--- config.mk ---
export PLATFORM = sky130hd
export DESIGN_NAME = jtag_tap_ctrl
export DESIGN_NICKNAME = d
export VERILOG_FILES = /design/src/rtl/jtag_pkg.sv /design/src/rtl/jtag_tap_fsm.sv /design/src/rtl/jtag_tap_ctrl.sv
export SDC_FILE = /design/constraint.sdc
export NUM_CORES = 1
export LEC_CHECK = 0
export ABC_AREA = 0
export CAP_MARGIN = 10
export CORE_MARGIN = 2
export CORE_UTILIZATION = 46
export CTS_BUF_LIST = sky130_fd_sc_hd__clkbuf_4
export DETAILED_ROUTE_END_ITERATION = 12
export GPL_TIMING_DRIVEN = 0
export PLACE_DENSITY = 0.77
export SLEW_MARGIN = 0
export SYNTH_ARGS = -nofsm -noshare
export SYNTH_HDL_FRONTEND = slang
export SYNTH_SLANG_ARGS = --single-unit
--- constraint.sdc ---
create_clock -name clk -period 1.6 [get_ports clk]
set_input_delay 0.48 -clock clk [delete_from_list [all_inputs] [get_ports clk]]
set_output_delay 0.48 -clock clk [all_outputs]
set_load 0.005 [all_outputs]
--- src/rtl/jtag_pkg.sv ---
// Shared types and constants for the JTAG TAP controller slice.
package jtag_pkg;

    // TAP controller states, encoded 0..15 in the standard 1149.1 order
    typedef enum logic [3:0] {
        TLR    = 4'd0,
        RTI    = 4'd1,
        SEL_DR = 4'd2,
        CAP_DR = 4'd3,
        SH_DR  = 4'd4,
        EX1_DR = 4'd5,
        PAU_DR = 4'd6,
        EX2_DR = 4'd7,
        UPD_DR = 4'd8,
        SEL_IR = 4'd9,
        CAP_IR = 4'd10,
        SH_IR  = 4'd11,
        EX1_IR = 4'd12,
        PAU_IR = 4'd13,
        EX2_IR = 4'd14,
        UPD_IR = 4'd15
    } tap_state_t;

    localparam int unsigned DEFAULT_IR_W = 4;

    // Opcodes as wide values; users truncate to IR_W (BYPASS becomes all ones)
    localparam logic [31:0] OP_EXTEST = 32'h0000_0000;
    localparam logic [31:0] OP_SAMPLE = 32'h0000_0001;
    localparam logic [31:0] OP_IDCODE = 32'h0000_0002;
    localparam logic [31:0] OP_BYPASS = 32'hFFFF_FFFF;

endpackage

--- src/rtl/jtag_tap_fsm.sv ---
// TAP controller state register and 1149.1 TMS next-state graph.
import jtag_pkg::*;

module jtag_tap_fsm (
    input  logic       clk,
    input  logic       rst_n,
    input  logic       tms,
    output tap_state_t tapState
);

    tap_state_t nextState;

    // State register, asynchronously forced to Test-Logic-Reset
    always_ff @(posedge clk or negedge rst_n) begin
        if (!rst_n) begin
            tapState <= TLR;
        end else begin
            tapState <= nextState;
        end
    end

    // Next state from the current state and TMS
    always_comb begin
        nextState = tapState;
        unique case (tapState)
            TLR:    nextState = tms ? TLR    : RTI;
            RTI:    nextState = tms ? SEL_DR : RTI;
            SEL_DR: nextState = tms ? SEL_IR : CAP_DR;
            CAP_DR: nextState = tms ? EX1_DR : SH_DR;
            SH_DR:  nextState = tms ? EX1_DR : SH_DR;
            EX1_DR: nextState = tms ? UPD_DR : PAU_DR;
            PAU_DR: nextState = tms ? EX2_DR : PAU_DR;
            EX2_DR: nextState = tms ? UPD_DR : SH_DR;
            UPD_DR: nextState = tms ? SEL_DR : RTI;
            SEL_IR: nextState = tms ? TLR    : CAP_IR;
            CAP_IR: nextState = tms ? EX1_IR : SH_IR;
            SH_IR:  nextState = tms ? EX1_IR : SH_IR;
            EX1_IR: nextState = tms ? UPD_IR : PAU_IR;
            PAU_IR: nextState = tms ? EX2_IR : PAU_IR;
            EX2_IR: nextState = tms ? UPD_IR : SH_IR;
            UPD_IR: nextState = tms ? SEL_DR : RTI;
            default: nextState = TLR;
        endcase
    end

endmodule

--- src/rtl/jtag_tap_ctrl.sv ---
// JTAG TAP controller top: instruction register, decode, BYPASS/IDCODE
// data registers, boundary-register strobes and the tdo mux.
// Optional ID register enabled by defining JTAG_IDCODE_EN.
import jtag_pkg::*;

module jtag_tap_ctrl #(
    parameter int unsigned IR_W       = DEFAULT_IR_W,
    parameter logic [31:0] IDCODE_VAL = 32'h1000_563F
) (
    input  logic            clk,
    input  logic            rst_n,
    input  logic            tms,
    input  logic            tdi,
    output logic            tdo,
    output logic            tdo_oe,
    input  logic            bsr_tdo,
    output logic            bsr_capture,
    output logic            bsr_shift,
    output logic            bsr_update,
    output logic            bsr_mode,
    output logic [IR_W-1:0] ir_q,
    output logic [3:0]      tap_state
);

    if (IR_W < 2) begin : gBadIrW
        $error("jtag_tap_ctrl: IR_W must be at least 2");
    end
    if (IDCODE_VAL[0] != 1'b1) begin : gBadId
        $error("jtag_tap_ctrl: IDCODE_VAL bit 0 must be 1");
    end

    localparam logic [IR_W-1:0] opExtest = IR_W'(OP_EXTEST);
    localparam logic [IR_W-1:0] opSample = IR_W'(OP_SAMPLE);
`ifdef JTAG_IDCODE_EN
    localparam logic [IR_W-1:0] opIdcode = IR_W'(OP_IDCODE);
    localparam logic [IR_W-1:0] resetOp  = opIdcode;
`else
    localparam logic [IR_W-1:0] resetOp  = IR_W'(OP_BYPASS);
`endif

    tap_state_t      state;
    logic [IR_W-1:0] irSr;
    logic [IR_W-1:0] irQ;
    logic [IR_W-1:0] irCur;
    logic            bypassReg;
    logic            selBsr;
    logic            selId;
    logic            selBypass;

    jtag_tap_fsm uFsm (
        .clk      (clk),
        .rst_n    (rst_n),
        .tms      (tms),
        .tapState (state)
    );

    // The held instruction only takes effect outside TLR, so the reset
    // opcode is visible from the first cycle spent in TLR.
    assign irCur     = (state == TLR) ? resetOp : irQ;
    assign ir_q      = irCur;
    assign tap_state = state;

    // Instruction register: capture, shift and update
    always_ff @(posedge clk or negedge rst_n) begin
        if (!rst_n) begin
            irSr <= '0;
            irQ  <= resetOp;
        end else begin
            unique case (state)
                TLR:     irQ  <= resetOp;
                CAP_IR:  irSr <= IR_W'(2'b01);
                SH_IR:   irSr <= {tdi, irSr[IR_W-1:1]};
                UPD_IR:  irQ  <= irSr;
                default: ;
            endcase
        end
    end

    // Data-register selection decoded from the active instruction
    always_comb begin
        selBsr    = (irCur == opExtest) || (irCur == opSample);
`ifdef JTAG_IDCODE_EN
        selId     = (irCur == opIdcode);
`else
        selId     = 1'b0;
`endif
        selBypass = !selBsr && !selId;
        bsr_mode  = (irCur == opExtest);
    end

    // One-bit BYPASS register
    always_ff @(posedge clk or negedge rst_n) begin
        if (!rst_n) begin
            bypassReg <= 1'b0;
        end else if (selBypass && state == CAP_DR) begin
            bypassReg <= 1'b0;
        end else if (selBypass && state == SH_DR) begin
            bypassReg <= tdi;
        end
    end

`ifdef JTAG_IDCODE_EN
    logic [31:0] idReg;

    // 32-bit ID register, shifted out LSB first
    always_ff @(posedge clk or negedge rst_n) begin
        if (!rst_n) begin
            idReg <= '0;
        end else if (selId && state == CAP_DR) begin
            idReg <= IDCODE_VAL;
        end else if (selId && state == SH_DR) begin
            idReg <= {tdi, idReg[31:1]};
        end
    end
`endif

    // Moore strobes, output enable and the tdo mux
    always_comb begin
        bsr_capture = selBsr && (state == CAP_DR);
        bsr_shift   = selBsr && (state == SH_DR);
        bsr_update  = selBsr && (state == UPD_DR);
        tdo_oe      = (state == SH_DR) || (state == SH_IR);
        tdo         = 1'b0;
        if (state == SH_IR) begin
            tdo = irSr[0];
        end else if (state == SH_DR) begin
            if (selBsr) begin
                tdo = bsr_tdo;
`ifdef JTAG_IDCODE_EN
            end else if (selId) begin
                tdo = idReg[0];
`endif
            end else begin
                tdo = bypassReg;
            end
        end
    end

endmodule

==> impl_metrics.ini, run 1 <==
[final_layout]
fillers = 141
fin_nets = 139
final_cell_mix = nand2_1, buf_6, nor2_1, o21ai_0, buf_2
final_common_cell = nand2_1
drive_gt1_share_pct = 38.3
final_util_pct = 69.9
syn_to_final_growth_pct = 43.6
n_antenna_cell = 0

[synthesis]
syn_avg_cell_area_um2 = 8.08
muxShareOfSynthArea_pct = 1.19
synth.distinct_cells = 36
synth-seq-cells = 13
synth_top_family_by_area = simple AND/OR/NAND/NOR gates
ys_seq_area_share_pct = 39.3
synthSimpleGateAreaFrac_pct = 31.3
synth_compound_area_share_pct = 20.5
synth_area_um2 = 841
synth.net_count = 109
synth_xor_area_share_pct = 1.04
yosys_warnings = 0
netlist_instances = 104
synthAdderAreaFrac_pct = 0

[clock_network]
tritoncts = done
holdBufCountCts = 0
cts.sinks = 13
clkLatencyLatePin_ns = 0.29
cts_root_buf = clkbuf_4
path_clk_slew_ns = 0.09
numCtsBuffers = 3
clockBufferDepth = 2
htreeDepth = 1

[placed_design]
dp_hpwl_mm = 1.44
port_buffers = 18
gp_congestion = 0.873

[floorplanning]
die_area_um2 = 2190
io_pins = 19
die_x_um = 46.8
initial_core_util_pct = 48.7
num_rows = 15
core_um2 = 1730
die_h_um = 46.8

[sta]
worst_pin_slew_ns = 0.569
setup_viol_count_final = 10
fmax_mhz = 465
min_period_ns = 2.15
fin_crit_sh_pct = 134
worst_slack_ns = -0.550
maxSlewHeadroom_pct = 61.9
rsz0062_at_grt = true
hold_violations = 0
hold-worst-slack_ns = 0.519
finalMaxSlewViolations = 0
skew_ns = 0.00531

[drt]
drc_errors = 0
initialDrtViolationCount = 30
final_antenna_net_count = 0
via_count = 916
avgRoutedWirePerCell_um = 14.7
via_per_inst = 5.80
dr.pass1.iters = 4
routed_wl_mm = 2.32

[power]
comb_power_share_pct = 61.5
finalPower_mw = 2.16
ir_worst_vdd_mv = 1.09
total_leakage_power_nw = 0.535
pwr-share-seq_pct = 27.7
powerDensity_nw_per_um2 = 1790
switching_power_mw = 0.936
p_int_mw = 1.22
sw_frac_of_total_pct = 43.4
clkPwrFrac_pct = 10.8

[critical_path]
worstSetupPathType = reg -> out
start_kind = flip-flop
endpoint_kind = output port
crit_fanout = 6
arrival_ns = 1.67
worstPathRequired_ns = 1.12

[global_routing]
overflow = 0
grt_max_degree = 14
first_global_vias = 797
grt_pass1_wl_mm = 3.51
antenna_found_initial = 0
globalRouteTotalUtil_pct = 23.9

[status]
violations = setup timing
status = finished with violations

[run]
maxCapViolations = 0

[worst_hold_path]
hp-class = reg -> reg
==> final timing paths <==
check,slack (ns),depth (start not counted),start,end
setup / recovery,-0.55,5,uFsm.tapState[3],tdo
hold / removal,0.52,1,bypassReg,bypassReg
setup reg to reg,0,5,uFsm.tapState[1],bypassReg
hold reg to reg,0.52,1,bypassReg,bypassReg
max in group asynchronous,0.65,1,rst_n,uFsm.tapState[1]
min in group asynchronous,0.55,1,rst_n,uFsm.tapState[0]
==> synthesized netlist by cell type <==
| cell type | count | area share (%) |
|---|---|---|
| a211o_1 | 1 | 1.0 |
| a211oi_1 | 1 | 0.89 |
| a21oi_1 | 2 | 1.2 |
| a221oi_1 | 2 | 2.1 |
| a22oi_1 | 3 | 2.7 |
| a2bb2oi_1 | 1 | 1.0 |
| a311oi_1 | 1 | 1.0 |
| a31oi_1 | 1 | 0.74 |
| a32o_1 | 1 | 1.2 |
| and2_0 | 1 | 0.74 |
| and3_1 | 1 | 0.74 |
| buf_2 | 3 | 1.8 |
| buf_4 | 1 | 0.89 |
| buf_6 | 1 | 1.3 |
| clkbuf_1 | 4 | 1.8 |
| dfrtp_1 | 9 | 27 |
| dfstp_2 | 4 | 12 |
| inv_1 | 2 | 0.89 |
| mux2i_1 | 1 | 1.2 |
| nand2_1 | 19 | 8.5 |
| nand2b_1 | 2 | 1.5 |
| nand3_1 | 1 | 0.59 |
| nand4_1 | 1 | 0.74 |
| nor2_1 | 11 | 4.9 |
| nor2b_1 | 4 | 3.0 |
| nor3_1 | 2 | 1.2 |
| nor3b_1 | 1 | 0.89 |
| nor4_1 | 2 | 1.5 |
| nor4_2 | 1 | 1.5 |
| o211ai_1 | 2 | 1.8 |
| o21ai_0 | 10 | 6.0 |
| o31ai_1 | 1 | 0.89 |
| or2_2 | 4 | 3.0 |
| or4_1 | 1 | 0.89 |
| or4b_4 | 1 | 1.6 |
| xnor2_1 | 1 | 1.0 |
==> per-stage QoR <==
stage | setup TNS (ns) | instance area (um2) | cells | setup slack [ns]
finish | -4.44 | 1210 | 158 | -0.550
global route | -5.23 | 1210 | 158 | -0.641
CTS | -5.03 | 1130 | 158 | -0.682
detailed placement | -6.27 | 1050 | 147 | -0.773
global placement | -5.85 | 1050 | 147 | -0.763
floorplan | -0.377 | 843 | 104 | -0.170
==> cell families (layout without fill, tap and decap cells) <==
kind of cell,Yosys count,after routing
xor+xnor,1,1
flops,13,13
simple gates,52,52
compound gates,26,26
buf+inv,11,40
mux,1,1
==> cell type report <==
| cell class | count | area [um2] | share of cell area, % |
|---|---|---|---|
| multi-input combinational | 80 | 514 | 42.6 |
| sequential | 13 | 333 | 27.6 |
| timing repair buffer | 27 | 239 | 19.8 |
| buffer | 7 | 52.6 | 4.35 |
| tap | 25 | 31.3 | 2.59 |
| clock buffer | 4 | 30.0 | 2.49 |
| inverter | 2 | 7.51 | 0.622 |
==> repair_timing <==
item,CTS,global route
buffers inserted,8,1
setup endpoints to repair,15,17
pin swaps,6,5
resized for setup,61,29
==> critical path: stages, from the launching register on <==
cell and delay [ns]:
dfrtp_2 0.44, nor4_4 0.07, or4_4 0.48, mux2i_1 0.14, a21oi_1 0.13, buf_2 0.12
==> power by group through the flow <==
stage	clock [mW]	sequential, mW	combinational [mW]
after floorplan	0	0.557	0.684
after global placement	0	0.575	0.973
after detailed placement	0	0.588	0.996
after CTS	0.235	0.593	1.11
after global routing	0.252	0.610	1.45
final	0.232	0.597	1.33
==> per-layer routing <==
metal / global-route usage, % / wire, um / up-vias
met1: 30.0 / 963 / 429
met4: 14.4 / 55 / 0
met3: 6.15 / 156 / 8
li1: - / - / 428
met2: 36.9 / 1140 / 51
met5: 0 / 0 / -
==> flip-flops by register name, summed over array words and instances (netlist names) <==
| name | count |
|---|---|
| irQ | 4 |
| irSr | 4 |
| uFsm.tapState | 4 |
| bypassReg | 1 |
(Power assumes the default switching activity.)
==> run 2: changes to the inputs <==
- SETUP_SLACK_MARGIN: default -> 0.1
- SKIP_LAST_GASP: default -> 1
==> run 2 against run 1 <==
Effect of this change:
- the flow still finishes with violations (setup timing)
- first-iteration DRC count grew 53%
- critical path depth grew 2
- via count grew 2.4%
- routed wire length grew 8.3%
- sequential power is essentially flat
- cell area grew 6.4%
- critical path type unchanged
==> impl_metrics.ini, run 2 (same netlist as run 1, synthesis figures left out) <==
[status]
status = finished with violations
violations = setup timing

[sta]
finalMaxSlewViolations = 0
rsz0062_at_grt = true
hold-worst-slack_ns = 0.498
fmax_mhz = 443
hold_violations = 0
worst_pin_slew_ns = 0.612
skew_ns = 0.00761
worst_slack_ns = -0.658
min_period_ns = 2.26
fin_tns_setup_ns = -5.20
maxSlewHeadroom_pct = 59.1
fin_crit_sh_pct = 141
setup_viol_count_final = 11

[drt]
avgRoutedWirePerCell_um = 15.1
routed_wl_mm = 2.51
dr.pass1.iters = 4
drc_errors = 0
initialDrtViolationCount = 46
via_per_inst = 5.65
final_antenna_net_count = 0
via_count = 938

[power]
ir_worst_vdd_mv = 0.938
total_leakage_power_nw = 0.576
finalPower_mw = 2.26
powerDensity_nw_per_um2 = 1760

[floorplanning]
core_um2 = 1730
num_rows = 15
die_h_um = 46.8
die_x_um = 46.8
die_area_um2 = 2190
initial_core_util_pct = 48.7
io_pins = 19

[final_layout]
fin_nets = 147
final_common_cell = nand2_1
fin_area_um2 = 1280
top_regs = irQ x4, irSr x4, uFsm.tapState x4
syn_to_final_growth_pct = 52.8
final_cell_mix = nand2_1, buf_4, buf_6
drive_gt1_share_pct = 44.0
fillers = 134
n_antenna_cell = 0

[global_routing]
grt_max_degree = 14
grt_pass1_wl_mm = 3.59
antenna_found_initial = 0
overflow = 0
first_global_vias = 792
globalRouteTotalUtil_pct = 24.1

[critical_path]
crit_fanout = 6
endpoint_kind = output port
ff2ff_setup_slack_ns = -0.15
worstSetupPathType = reg -> out
worstPathRequired_ns = 1.12
arrival_ns = 1.78
start_kind = flip-flop

[clock_network]
numCtsBuffers = 3
htreeDepth = 1
path_clk_slew_ns = 0.08
tritoncts = done
cts_root_buf = clkbuf_4
clockBufferDepth = 2
holdBufCountCts = 0
clkLatencyLatePin_ns = 0.29
cts.sinks = 13

[run]
maxCapViolations = 0

[worst_hold_path]
hp-class = reg -> reg

[placed_design]
gp_congestion = 0.852
place_ws_ns = -0.786
placed_area_um2 = 1050
port_buffers = 18
dp_hpwl_mm = 1.42
## run 2: worst paths after layout
path | endpoint | startpoint | cells after the start
worst min register to register | bypassReg | bypassReg | 1
worst min-delay path | bypassReg | bypassReg | 1
worst max-delay path | tdo | uFsm.tapState[0] | 7
max in group asynchronous | uFsm.tapState[1] | rst_n | 1
worst max register to register | bypassReg | uFsm.tapState[1] | 6
min in group asynchronous | uFsm.tapState[0] | rst_n | 1
## run 2: repair_timing
item / 4_1_cts / 5_1_grt
gates resized for setup: 73 / 16
pin swaps: 5 / 3
endpoints found under the setup margin: 21 / 23
buffers inserted: 12 / 3
## run 2: report_power, final
| part | internal, mW | leakage (nW) | switching, mW | total (mW) |
|---|---|---|---|---|
| clock network | 0.114 | 0.0184 | 0.117 | 0.231 |
| logic | 0.714 | 0.403 | 0.721 | 1.43 |
| registers | 0.466 | 0.155 | 0.129 | 0.596 |
| total | 1.29 | 0.576 | 0.967 | 2.26 |
## run 2: cell type report
type / instances / area (um2) / share of cell area, %
timing repair buffer: 33 / 284 / 22.1
buffer: 9 / 72.6 / 5.65
clock buffer: 4 / 30.0 / 2.34
multi-input combinational: 80 / 527 / 41.0
inverter: 2 / 7.51 / 0.584
tap: 25 / 31.3 / 2.43
sequential: 13 / 333 / 25.9
## run 2: worst max-delay path, stage by stage (launching register included)
cell	delay [ns]
dfrtp_1	0.41
buf_12	0.12
nor4_4	0.04
or4_4	0.42
buf_6	0.15
mux2i_1	0.11
a21oi_1	0.11
buf_2	0.12
## run 2: metal layers
layer,global-route usage (%),share of wire (%),wire length (um),vias to the layer above
met4,11.1,3.7,92,0
met1,30.6,42,1050,451
met3,3.46,3.9,98,9
met5,0,0,0,-
met2,40.6,51,1270,34
li1,-,-,-,444
## run 2: metrics by stage
step                cells  utilization (%)
floorplan             104                -
global placement      147             61.1
detailed placement    147             61.1
CTS                   163             71.4
global route          166             74.4
finish                166             74.4
==> run 3: changes to the inputs <==
- CELL_PAD_IN_SITES_DETAIL_PLACEMENT: default -> 2
- CELL_PAD_IN_SITES_GLOBAL_PLACEMENT: default -> 2
- CORE_MARGIN: 2 -> default
- CORE_UTILIZATION: 46 -> 26
- PLACE_DENSITY: 0.77 -> default
- PLACE_DENSITY_LB_ADDON: default -> 0.1
==> run 3 against run 2 <==
Effect of this change:
- the flow still finishes with violations (setup timing)
- highest routed layer unchanged
- via count down 3.7%
- clock power grew 5%
- sequential power rose by 2%
- sequential cell count unchanged
- global-route usage is 6.0 points lower
- hold slack gained 0.0028 ns
- critical path type unchanged
- cell area increased by 3.1%
- critical endpoint is now bsr_shift
- fmax rose by 1.9%
- largest power group unchanged
- largest cell class unchanged
==> impl_metrics.ini, run 3 (same netlist as run 1, synthesis figures left out) <==
[status]
status = finished with violations
violations = setup timing

[final_layout]
n_antenna_cell = 0
top_regs = irQ x4, irSr x4, uFsm.tapState x4
final_util_pct = 43.4
fin_cells = 180
drive_gt1_share_pct = 49.3
final_cell_mix = nand2_1, buf_6, buf_2
final_common_cell = nand2_1
fin_nets = 142
syn_to_final_growth_pct = 57.6
fillers = 337

[global_routing]
overflow = 0
grt_pass1_wl_mm = 4.73
grt_max_degree = 14
first_global_vias = 954
globalRouteTotalUtil_pct = 18.0
antenna_found_initial = 0

[run]
maxCapViolations = 0

[floorplanning]
core_um2 = 3050
initial_core_util_pct = 27.5
io_pins = 19
die_h_um = 58.9
num_rows = 20
die_area_um2 = 3470
die_x_um = 58.9

[sta]
setup_viol_count_final = 11
hold_violations = 0
fmax_mhz = 451
fin_crit_sh_pct = 138
maxSlewHeadroom_pct = 55.9
finalMaxSlewViolations = 0
worst_pin_slew_ns = 0.659
min_period_ns = 2.22
skew_ns = 0.0164
worst_slack_ns = -0.615
rsz0062_at_grt = true

[power]
total_leakage_power_nw = 0.566
finalPower_mw = 2.39
powerDensity_nw_per_um2 = 1800
ir_worst_vdd_mv = 0.554

[clock_network]
path_clk_slew_ns = 0.10
cts_root_buf = clkbuf_4
tritoncts = done
numCtsBuffers = 3
clkLatencyLatePin_ns = 0.29
cts.sinks = 13
htreeDepth = 1
clockBufferDepth = 2

[critical_path]
ff2ff_setup_slack_ns = -0.33
arrival_ns = 1.74
worstPathRequired_ns = 1.12
crit_fanout = 10
cpPeakStageDelay_ns = 0.51
start_kind = flip-flop
worst_path_max_delay_cell = or4b_4
worstSetupPathType = reg -> out
endpoint_kind = output port
worstPathCellList = buf_4 > buf_6 > or4b_4 > nor2_2 > buf_2

[placed_design]
dp_hpwl_mm = 1.88
port_buffers = 18
gp_congestion = 0.724
post-place-cells = 166
place_ws_ns = -0.858

[drt]
final_antenna_net_count = 0
routed_wl_mm = 3.02
drc_errors = 0
avgRoutedWirePerCell_um = 16.8
via_count = 903
met3_length_um = 107
met1_length_mm = 1.42
highest_layer = met4
initialDrtViolationCount = 16
wl_met2_mm = 1.49
dr.pass1.iters = 4
via_per_inst = 5.02

[worst_hold_path]
hp-class = reg -> reg
[run 3: cell count changes in the layout (fill, tap and decap cells not counted), moves of 2 or more]
cell / delta
clkbuf_2: -2
a22oi_2: +3
a22oi_1: -3
buf_2: +3
buf_6: +2
buf_4: -8
[run 3: layer usage]
layer,track usage (%),vias to the layer above
met5,0,-
met1,24.4,443
met3,3.08,2
met4,3.06,0
met2,30.5,26
li1,-,432
[run 3: cell type report]
class / count / area, um2 / area share (%)
clock buffers: 4 / 30.0 / 2.27
multi-input cells: 80 / 584 / 44.1
inverters: 2 / 7.51 / 0.567
flip-flops and latches: 13 / 333 / 25.1
plain buffers: 9 / 75.1 / 5.67
well taps: 44 / 55.1 / 4.15
repair buffers: 28 / 240 / 18.1
[run 3: critical path: cells and delay by family (launching register included)]
| family | cells | cell delay, ns |
|---|---|---|
| buf+inv | 3 | 0.41 |
| flops | 1 | 0.42 |
| simple gates | 2 | 0.60 |
[run 3: final timing paths]
path / from / end / depth (start not counted)
min in group asynchronous: rst_n / uFsm.tapState[2] / 1
hold / removal: bypassReg / bypassReg / 1
setup reg to reg: uFsm.tapState[2] / bypassReg / 8
max in group asynchronous: rst_n / uFsm.tapState[3] / 1
setup / recovery: uFsm.tapState[2] / bsr_shift / 5
hold reg to reg: bypassReg / bypassReg / 1
[run 3: report_power, final]
| part | switching, mW | internal, mW | leakage, nW |
|---|---|---|---|
| registers | 0.141 | 0.466 | 0.155 |
| logic | 0.809 | 0.728 | 0.393 |
| clock network | 0.129 | 0.114 | 0.0184 |
[run 3: what timing repair did]
action | in CTS | in global routing
cloned | 0 | 0
hold buffers | 0 | 0
setup buffers | 9 | 1
resized for setup | 81 | 27
endpoints found under the setup margin | 22 | 26
pin swaps | 11 | 8
[run 3: metrics by stage]
stage | setup TNS [ns] | instance area [um2] | hold slack, ns
2_1_floorplan | -0.377 | 843 | 0.184
3_3_place_gp | -6.34 | 1080 | 0.486
3_5_place_dp | -7.03 | 1080 | 0.487
4_1_cts | -5.34 | 1240 | 0.506
5_1_grt | -5.92 | 1330 | 0.558
6_report | -4.97 | 1330 | 0.500
==> patch 1, RTL diff (settings of run 2) <==
The option `JTAG_IDCODE_EN` is turned on by a define.
--- a/src/rtl/jtag_tap_ctrl.sv
+++ b/src/rtl/jtag_tap_ctrl.sv
@@ -2,4 +2,6 @@
 // data registers, boundary-register strobes and the tdo mux.
 // Optional ID register enabled by defining JTAG_IDCODE_EN.
+`define JTAG_IDCODE_EN
+
 import jtag_pkg::*;
 
Check against the original RTL: not equivalent (Yosys sat finds a counterexample within 4 cycles, from zero or initial values and one cycle with rst_n low).
==> patch 1 against run 2 <==
  * The flow still finishes with violations (setup timing)
  * Synthesized area grew to 2.7 times the old value
  * Power grew to 3.1 times the old value
  * Cell area increased to 2.7 times the old value
  * Core utilization down 1.5 points
  * Setup slack lost 0.26 ns
  * Sequential cell count increased by 32
  * Routed wire length increased to 2.7 times the old value
  * Critical path depth down 1
  * Largest cell class unchanged
  * Highest routed layer unchanged
==> patch 1: results (changes against run 2) <==
Synth Area in XOR/XNOR 0 (-0.0104); Synth Area per Inst 9.72 sq um (+20%); crit-path max cell delay 0.50 ns (+0.08 ns); status finished, violations left; WL/cell 18.0 um (+19%); FF-to-FF Start uFsm.tapState[0]; largest net degree at the start of global routing 25 (+11); met3 wire len 272 um (+180%); Iter 0 DRT Violations 133 (+190%); critical path arrival 2.03 ns (+0.25 ns); CTS Sinks 45 (+32); failing checks setup timing; Worst-path clk slew 0.14 ns (+0.06 ns); library cells used by synthesis 43 (+19%); post-synthesis compound-gate area fraction 0.0975 (-0.108); via density per instance 5.38 (-4.8%); fin area 3470 sq um (+170%); post-CTS setup buffer count 38 (+26); Worst R2R End idReg[3]; Static Leak 1.59 nW (+180%); final setup fails 50 (+39); worst-skew pair later-pin latency 0.39 ns (+0.10 ns); first-pass GRT wire length 10100 um (+180%); setup TNS -34.93 ns (-29.74 ns); VDD IR max 1.32 mV (+40%); PortBufs 17 (-1); Worst Clk Skew 0.0105 ns (+0.00291 ns); Clk pwr share 0.082 (-0.020); synth top area cells dfrtp_1 (48%), mux2i_1 (8.8%), nand2_1 (6.1%); Plain + repair buffers 84 (+100%); final non-filler cell total 377 (+130%); most frequent cells after synthesis dfrtp_1 (44), nand2_1 (37), inv_1 (24); multi-input gate share of the layout cell area 0.353 (-0.0565); buffering overhead 0.253 (-0.0248); nets 314 (+110%); Reg2Reg Depth 9 (+3); worst setup margin -0.915 ns (-0.257 ns); H-tree levels 2 (+1); share of cells above drive strength 1 0.435 (-0.00423); P_clk 0.583 mW (+150%); sequential cell area share 0.326 (+0.0670); DP Cell Count 320 (+120%)
==> patch 1: cell count changes in the layout (fill, tap and decap cells not counted), sizes merged, moves of 3 or more <==
| cell | run 2 | this run |
|---|---|---|
| nand2b | 2 | 7 |
| dfstp | 4 | 1 |
| buf | 32 | 74 |
| o22ai | 0 | 4 |
| dfrtp | 9 | 44 |
| a21oi | 2 | 8 |
| or2 | 4 | 1 |
| inv | 2 | 25 |
| clkbuf | 7 | 12 |
| nand3b | 0 | 3 |
| mux2i | 1 | 20 |
| nand2 | 19 | 37 |
| mux2 | 0 | 13 |
| and2 | 1 | 5 |
==> patch 1: per-layer routing <==
layer  GRT usage  vias up
li1            -      939
met5           0        -
met3      0.0420       30
met4       0.115        0
met1       0.287     1001
met2       0.438       59
==> patch 1: worst max-delay path, delay by kind of cell (launching register included) <==
family | cells | cell delay [ns]
DFF | 1 | 0.47
AOI/OAI and AO/OA | 2 | 0.25
and+or+nand+nor | 1 | 0.50
buffers and inverters | 3 | 0.42
==> patch 2, RTL diff (config.mk and constraints of run 2) <==
Without the edit above. Register the inputs `tms` and `bsr_tdo` before use, cleared by the reset. The logic sees them one clock later. The other inputs are not delayed to match.
--- a/src/rtl/jtag_tap_ctrl.sv
+++ b/src/rtl/jtag_tap_ctrl.sv
@@ -22,4 +22,17 @@
     output logic [3:0]      tap_state
 );
+
+    logic tms_q;
+    logic bsr_tdo_q;
+
+    always_ff @(posedge clk or negedge rst_n) begin
+        if (!rst_n) begin
+            tms_q     <= '0;
+            bsr_tdo_q <= '0;
+        end else begin
+            tms_q     <= tms;
+            bsr_tdo_q <= bsr_tdo;
+        end
+    end
 
     if (IR_W < 2) begin : gBadIrW
@@ -51,5 +64,5 @@
         .clk      (clk),
         .rst_n    (rst_n),
-        .tms      (tms),
+        .tms      (tms_q),
         .tapState (state)
     );
@@ -126,5 +139,5 @@
         end else if (state == SH_DR) begin
             if (selBsr) begin
-                tdo = bsr_tdo;
+                tdo = bsr_tdo_q;
 `ifdef JTAG_IDCODE_EN
             end else if (selId) begin
Function: changed (a bounded check fails within 4 cycles, from zero or initial values and one cycle with rst_n low).
==> patch 2 against run 2 <==
  * Setup slack gained 0.0022 ns
  * Count of clock-buffer cells in the layout is 1 lower
  * Power increased by 8.2%
  * Cell area grew 10%
  * The run still ends with setup timing left
  * Synthesized area rose by 6.0%
  * Sequential cell count is 2 higher
  * Core utilization rose by 5.0 points
  * Via count rose by 8.4%
  * Routed wire length up 9.2%
  * Hold slack gained 0.0084 ns
==> patch 2: results (changes against run 2) <==
Largest regs irQ x4, irSr x4, uFsm.tapState x4; final weighted congestion in routability-driven placement 0.888 (+4.3%); WL/cell 16.0 um (+6.0%); worst-skew pair later-pin latency 0.30 ns; Worst-path clk slew 0.10 ns (+0.02 ns); via density per instance 5.95 (+5.3%); worst setup margin -0.656 ns (+0.00220 ns); Critical-path top delay cell or4b_4; Static Leak 0.624 nW (+8.4%); Worst Clk Skew 0.00158 ns (-0.00603 ns); FF-to-FF Start uFsm.tapState[3]; Hold Slack 0.506 ns (+0.00838 ns); synth top area cells dfrtp_1 (31%), dfstp_2 (12%), nand2_1 (8.0%); nets 152 (+3.4%); DP Cell Count 149 (+1.4%); Synth Net Count 111 (+1.8%); Seq/Total Area, Yosys 0.427 (+0.0341); vias in the first global route 867 (+9.5%); Worst slew margin 0.559 (-0.0322); sequential share of power 0.267 (+0.004); DP Area 1100 sq um (+4.7%); sw power 1.06 mW (+9.3%); Internal 1.39 mW (+7.5%); comb pwr 1.56 mW (+9%); Reg2Reg Depth 7 (+1); VDD IR max 1.29 mV (+38%); first-pass GRT wire length 3890 um (+8.4%); failing checks setup timing; crit-path max cell delay 0.56 ns (+0.14 ns); most frequent cells after synthesis nand2_1 (19), dfrtp_1 (11), nor2_1 (11); pre-CTS setup slack -0.829 ns (-0.0426 ns); status finished, violations left; final setup fails 11 (unchanged); largest net degree at the start of global routing 16 (+2); final wirelength 2740 um (+9.2%); highest net fanout along the worst path 4 (-2); setup TNS -5.21 ns (-0.0104 ns); share of cells above drive strength 1 0.486 (+0.0466); Synth Area per Inst 8.40 sq um (+4.0%); Iter 0 DRT Violations 33 (-28%)
[patch 2: cell types whose count changed in the layout (fill, tap and decap cells not counted), moves of 2 or more]
cell,before,now
dlygate4sd2_1,2,0
dfrtp_1,7,9
clkbuf_2,3,1
nor4_4,1,3
buf_6,11,21
buf_4,12,8
[patch 2: area by class of cell]
class,instances,area [sq um]
fill,110,367
clock buffer,3,22.5
multi-input combinational,80,567
buffer,8,70.1
tap,25,31.3
clock inverter,1,5.00
inverter,2,7.51
timing repair buffer,37,330
sequential,15,383
[patch 2: worst register-to-register path: stages, from the launching register on]
cell,delay (ns)
dfrtp_2,0.44
buf_6,0.13
or4b_4,0.57
buf_6,0.15
buf_6,0.11
o31ai_2,0.05
nand2_1,0.08
a32o_1,0.21
[patch 2: logic make-up after synthesis]
group,count (synthesis),share of synthesized area
simple gates,52,0.295
compound gates,26,0.194
flops,15,0.427
buf+inv,11,0.0632
xor+xnor,1,0.00983
mux,1,0.0112
[patch 2: timing repair]
action                                  CTS  global route
hold buffers                              0             0
setup buffers                            15             4
pin swaps                                 8            14
endpoints found under the setup margin   17            25
resized for setup                        76            43
gates cloned                              0             0
[patch 2: how the worst max path moves through the flow]
stage,cells after the start,slack [ns],to,start
after floorplan,5,-0.17,tdo,uFsm.tapState[1]
after detailed placement,6,-0.83,tdo,uFsm.tapState[1]
after global placement,6,-0.77,tdo,uFsm.tapState[1]
final,5,-0.66,bsr_shift,uFsm.tapState[3]
after CTS,5,-0.70,bsr_capture,uFsm.tapState[0]
after global routing,6,-0.72,tdo,uFsm.tapState[3]
[patch 2: metal layers]
metal | up-vias | wire [um] | track usage
li1 | 457 | - | -
met5 | - | 0 | 0
met3 | 7 | 170 | 0.0264
met4 | 0 | 82 | 0.178
met1 | 490 | 1100 | 0.310
met2 | 63 | 1390 | 0.421
